[src/rtl/tone_period_detector.sv]
// rtl/tone_period_detector.sv - recovers tone half-period from a PWM-chopped square wave
// Optional TONE_DETECT_STABLE_EN: accept only periods within +/-1 of the previous one.
module tone_period_detector #(
    parameter int unsigned GAP_CYCLES     = 8,
    parameter int unsigned TIMEOUT_CYCLES = 33554431
) (
    input  logic        clk,
    input  logic        rst,
    input  logic        square_wave_in,
    output logic [23:0] tone_switch_period,
    output logic        period_valid,
    output logic        tone_present
);
    localparam logic [7:0]  GAP_VAL     = 8'(GAP_CYCLES);
    localparam logic [25:0] TIMEOUT_VAL = 26'(TIMEOUT_CYCLES);

    typedef enum logic [1:0] {
        S_IDLE,
        S_ARMED,
        S_TRACK
    } state_t;

    state_t      state_q, state_d;
    logic        sync1_q, sync2_q;
    logic [7:0]  low_run_q, low_run_d;
    logic        env_q, env_d;
    logic        env_dly_q;
    logic [25:0] pcnt_q, pcnt_d;
    logic [23:0] period_q, period_d;
    logic        valid_q, valid_d;

    logic        env_rise;
    logic        timeout;
    logic [23:0] h_meas;
    logic        h_ok;

    assign env_rise = env_q & ~env_dly_q;
    assign timeout  = (pcnt_q == TIMEOUT_VAL);
    // Accepted periods are below 2^25, so bits [24:1] hold the whole half-period.
    assign h_meas   = pcnt_q[24:1];

`ifdef TONE_DETECT_STABLE_EN
    logic [23:0] h_prev_q, h_prev_d;
    logic        h_prev_vld_q, h_prev_vld_d;
    logic [23:0] h_diff;

    assign h_diff = (h_meas >= h_prev_q) ? (h_meas - h_prev_q) : (h_prev_q - h_meas);
    assign h_ok   = h_prev_vld_q && (h_diff <= 24'd1);
`else
    assign h_ok   = 1'b1;
`endif

    // Low runs shorter than GAP_CYCLES are PWM chop and never drop the envelope.
    always_comb begin
        low_run_d = low_run_q;
        env_d     = env_q;
        if (sync2_q) begin
            low_run_d = 8'd0;
            env_d     = 1'b1;
        end else begin
            if (low_run_q != 8'hFF) begin
                low_run_d = low_run_q + 8'd1;
            end
            if (low_run_d >= GAP_VAL) begin
                env_d = 1'b0;
            end
        end
    end

    always_comb begin
        state_d  = state_q;
        period_d = period_q;
        valid_d  = 1'b0;
`ifdef TONE_DETECT_STABLE_EN
        h_prev_d     = h_prev_q;
        h_prev_vld_d = h_prev_vld_q;
`endif
        case (state_q)
            S_IDLE: begin
`ifdef TONE_DETECT_STABLE_EN
                h_prev_vld_d = 1'b0;
`endif
                if (env_rise) begin
                    state_d = S_ARMED;
                end
            end
            S_ARMED, S_TRACK: begin
                if (env_rise && timeout) begin
                    state_d = S_ARMED;
`ifdef TONE_DETECT_STABLE_EN
                    h_prev_vld_d = 1'b0;
`endif
                end else if (env_rise) begin
`ifdef TONE_DETECT_STABLE_EN
                    h_prev_d     = h_meas;
                    h_prev_vld_d = 1'b1;
`endif
                    if (h_ok) begin
                        state_d  = S_TRACK;
                        period_d = h_meas;
                        valid_d  = 1'b1;
                    end
                end else if (timeout) begin
                    state_d = S_IDLE;
`ifdef TONE_DETECT_STABLE_EN
                    h_prev_vld_d = 1'b0;
`endif
                end
            end
            default: begin
                state_d = S_IDLE;
            end
        endcase

        if (env_rise) begin
            pcnt_d = 26'd1;
        end else if (state_d == S_IDLE) begin
            pcnt_d = 26'd0;
        end else if (!timeout) begin
            pcnt_d = pcnt_q + 26'd1;
        end else begin
            pcnt_d = pcnt_q;
        end
    end

    always_ff @(posedge clk) begin
        if (!rst) begin
            state_q   <= S_IDLE;
            sync1_q   <= 1'b0;
            sync2_q   <= 1'b0;
            low_run_q <= 8'd0;
            env_q     <= 1'b0;
            env_dly_q <= 1'b0;
            pcnt_q    <= 26'd0;
            period_q  <= 24'd0;
            valid_q   <= 1'b0;
`ifdef TONE_DETECT_STABLE_EN
            h_prev_q     <= 24'd0;
            h_prev_vld_q <= 1'b0;
`endif
        end else begin
            state_q   <= state_d;
            sync1_q   <= square_wave_in;
            sync2_q   <= sync1_q;
            low_run_q <= low_run_d;
            env_q     <= env_d;
            env_dly_q <= env_q;
            pcnt_q    <= pcnt_d;
            period_q  <= period_d;
            valid_q   <= valid_d;
`ifdef TONE_DETECT_STABLE_EN
            h_prev_q     <= h_prev_d;
            h_prev_vld_q <= h_prev_vld_d;
`endif
        end
    end

    assign tone_switch_period = period_q;
    assign period_valid       = valid_q;
    assign tone_present       = (state_q == S_TRACK);

endmodule
[config.mk]
export PLATFORM = sky130hd
export DESIGN_NAME = tone_period_detector
export DESIGN_NICKNAME = d
export VERILOG_FILES = /design/src/rtl/tone_period_detector.sv
export SDC_FILE = /design/constraint.sdc
export NUM_CORES = 1
export LEC_CHECK = 0
export BUFFER_PORTS_ARGS = -buffer_cell sky130_fd_sc_hd__buf_4
export CAP_MARGIN = 5
export CORE_UTILIZATION = 55
export CTS_BUF_LIST = sky130_fd_sc_hd__clkbuf_2
export CTS_CLUSTER_DIAMETER = 60
export DETAILED_ROUTE_END_ITERATION = 7
export GPL_TIMING_DRIVEN = 0
export PLACE_DENSITY = 0.75
export RECOVER_POWER = 25
export SLEW_MARGIN = 20
export SYNTH_ARGS = -nofsm -noshare
export SYNTH_HDL_FRONTEND = slang
export SYNTH_SLANG_ARGS = --single-unit
[constraint.sdc]
create_clock -name clk -period 5.68 [get_ports clk]
set_input_delay 1.136 -clock clk [delete_from_list [all_inputs] [get_ports clk]]
set_output_delay 1.136 -clock clk [all_outputs]
set_load 0.02 [all_outputs]
==> impl_metrics.py <==
metrics = {
    "synth": {
        "syn-cell-area_um2": 2930,
        "synth_edf_count": 0,
        "ys_seq_area_share_pct": 44.5,
        "synth-adder-area-share_pct": 2.14,
        "avgSynthCellArea_um2": 8.38,
        "synthMuxAreaShare_pct": 1.41,
        "yosys.area.top_type": "dfxtp_1",
        "syn-num-nets": 357,
        "yosys-top-cells-area": "dfxtp_1, nand2_1, a21boi_0",
        "synthCells": 349,
        "synth_top_area_share_pct": 44.5,
        "synthArstFlopShare_pct": 0,
        "ys_ff_latch": 65,
        "synth_compound_area_share_pct": 16.4,
        "synth-simple-area-share_pct": 27.7,
        "synth_xor_area_share_pct": 5.09,
        "synth.distinct_cells": 45,
        "synth_ff_type": "dfxtp_1",
        "synth_warnings": 0,
        "synth_top_family_by_area": "simple AND/OR/NAND/NOR gates",
    },
    "setup_path": {
        "crit_path_cell_trace": "ha_1, and3_1, nand4_1, clkbuf_1, o21ai_0, a211o_1, clkbuf_1, nor2_1",
        "crit_required_ns": 6.06,
        "crit_fanout": 10,
        "start_kind": "flip-flop",
        "cp_slowest_cell": "clkbuf_1",
        "path_buf_inv": 2,
        "r2r_start": "pcnt_q[0]",
        "crit_start": "pcnt_q[0]",
        "cp_data_arrival_time_ns": 2.92,
        "cpPeakStageDelay_ns": 0.47,
        "critPathMostFrequentCell": "clkbuf_1",
        "worst_setup_path_end_kind": "flip-flop",
        "criticalPathCategory": "flip-flop to flip-flop",
        "cp_top_family": "buffers and inverters",
    },
    "grt": {
        "grt_pass1_vias": 2428,
        "grt_pass1_wl_mm": 10.4,
        "grt_use_total_pct": 24.2,
        "antenna_found_initial": 0,
        "grt_start_max_net_pins": 11,
        "grt-ovfl-total": 0,
    },
    "hold_path": {
        "hold_class": "flip-flop to flip-flop",
        "holdCritStartpoint": "sync2_q",
    },
    "sta": {
        "clock_skew_ns": 0.0129,
        "setup_violations": 0,
        "hold_viol": 0,
        "rsz0062_at_grt": "no",
        "tightest_slew_ns": 0.894,
        "fmax_mhz": 394,
        "period_share_pct": 44.7,
        "tns_ns": 0,
        "min_period_ns": 2.54,
        "slew_headroom_pct": 39.9,
        "slew_violations": 0,
        "setup_ws_ns": 3.14,
    },
    "clocking": {
        "clock_latency_ns": 0.49,
        "htree_levels": 3,
        "postCtsSetupBuffers": 0,
        "clockBufferDepth": 2,
        "cts_hold_buf": 0,
        "cts_tree": "done",
        "clk_pin_slew_ns": 0.17,
        "cts-root-buf": "clkbuf_2",
        "clock_sinks": 65,
        "post_cts_resized": 0,
        "cts_buffers": 9,
    },
    "run_status": {
        "status": "finished with violations",
        "violations": "DRC",
    },
    "power": {
        "p_leak_nw": 1.10,
        "power_density_nw_per_um2": 243,
        "vdd_drop_max_mv": 0.168,
    },
    "final_layout": {
        "layout-drive-gt1-share_pct": 10.7,
        "area_growth_pct": 12.9,
        "n_antenna_cell": 0,
        "nNetsFinal": 396,
    },
    "drt": {
        "drt_first_pass_iters": 6,
        "routed_wl_mm": 5.99,
        "drtIter0Drc": 145,
        "detail_route.wl_per_cell_um": 13.0,
        "vias": 2561,
        "vias_per_cell": 5.54,
        "antenna_left": 0,
        "drc": 1,
    },
    "place": {
        "place_hpwl_mm": 4.15,
        "port_buffers": 28,
        "dp_slack_ns": 3.19,
        "place_congestion": 0.859,
    },
    "floorplanning": {
        "num_rows": 26,
        "core_area_um2": 5110,
        "die_area_um2": 5610,
        "io-pin-count": 29,
        "die_w_um": 74.9,
        "initial_core_util_pct": 57.3,
        "chipHeight_um": 74.9,
    },
    "run": {
        "max-cap-violations": 0,
    },
}
registers in the layout (all words and copies together), names as in the netlist:
signal              flops
sync2_q                 1
env_dly_q               1
low_run_q               8
env_q                   1
pcnt_q                 26
sync1_q                 1
tone_switch_period     24
state_q                 2
period_valid            1
cell type report:
type | count | area [um^2]
repair buffers | 28 | 169
clock buffers | 10 | 50.0
well taps | 70 | 87.6
flip-flops and latches | 65 | 1300
multi-input cells | 264 | 1540
clock inverters | 5 | 71.3
plain buffers | 17 | 68.8
fillers | 462 | 1800
inverters | 3 | 11.3
cell families (layout without fill, tap and decap cells):
logic type | count (synthesis) | after routing
xor gates and xnor gates | 17 | 17
DFF | 65 | 65
adders and majority gates | 5 | 5
muxes | 4 | 4
buffers and inverters | 20 | 63
and+or+nand+nor | 165 | 165
AOI/OAI and AO/OA | 73 | 73
path summary, 6_finish.rpt:
kind	endpoint	slack, ns	cells past startpoint
hold / removal	env_q	0.45	2
setup / recovery	pcnt_q[4]	3.14	8
hold reg to reg	env_q	0.45	2
setup reg to reg	pcnt_q[4]	3.14	8
synth_stat cells (all sizes together) (2+ instances only):
cell,n
inv,3
a311oi,2
xor2,10
clkbuf,13
nor3,7
xnor2,7
or3,9
and3,4
nor2,27
o211ai,7
and2,8
nand2,65
ha,5
nand3,14
a21oi,14
a21boi,24
mux2i,3
nand2b,3
nand4,9
nor4,3
or2,2
or4,2
o21ai,19
nor2b,4
buf,4
and4,5
dfxtp,65
cells in the final DEF (no fill, tap or decap), types with 2 or more instances in the layout:
| master | Yosys | layout |
|---|---|---|
| mux2i_1 | 3 | 3 |
| a311oi_1 | 2 | 2 |
| nand4_1 | 8 | 8 |
| nand2b_1 | 3 | 3 |
| and4_2 | 2 | 2 |
| or2_2 | 2 | 2 |
| nor3_1 | 7 | 7 |
| and4_1 | 3 | 3 |
| ha_1 | 5 | 5 |
| a21oi_1 | 13 | 13 |
| nor2b_1 | 4 | 4 |
| nor2_1 | 27 | 27 |
| o21ai_0 | 19 | 19 |
| nand2_1 | 65 | 65 |
| buf_2 | 3 | 3 |
| bufinv_16 | 0 | 2 |
| xor2_1 | 10 | 10 |
| nor4_1 | 3 | 3 |
| clkbuf_1 | 12 | 24 |
| clkinv_1 | 0 | 3 |
| o211ai_1 | 7 | 7 |
| dfxtp_1 | 65 | 65 |
| inv_1 | 3 | 3 |
| nand3_1 | 14 | 14 |
| and2_1 | 8 | 7 |
| buf_4 | 0 | 17 |
| a21boi_0 | 24 | 24 |
| clkbuf_2 | 1 | 11 |
| or3_1 | 8 | 8 |
| xnor2_1 | 7 | 7 |
| and3_1 | 4 | 4 |
metal layers:
| metal | up-vias | track usage (%) | share of wire (%) |
|---|---|---|---|
| met2 | 64 | 40.2 | 47 |
| met5 | - | 0 | 0 |
| met1 | 1182 | 30.4 | 47 |
| met3 | 13 | 3.75 | 4.5 |
| li1 | 1302 | - | - |
| met4 | 0 | 12.8 | 2.1 |
tightest hold or removal path: stages (launching register included):
cell and delay (ns):
dfxtp_1 0.34, nand2_1 0.04, o21ai_0 0.06
through the flow:
step / instance area, um^2 / hold slack [ns] / util, % / power (mW) / instances
3_3_place_gp: 3220 / 0.415 / 63.1 / 0.513 / 447
2_1_floorplan: 2930 / 0.412 / - / 0.503 / 349
4_1_cts: 3340 / 0.458 / 65.5 / 0.807 / 462
5_1_grt: 3300 / 0.470 / 64.7 / 0.830 / 462
6_report: 3300 / 0.453 / 64.7 / 0.804 / 462
3_5_place_dp: 3220 / 0.422 / 63.1 / 0.514 / 447
power by group:
part           internal, mW  switching [mW]
Sequential            0.461         0.00482
Combinational        0.0141          0.0235
Clock                 0.141           0.159
Note: power is estimated with default switching activity, not from simulation.
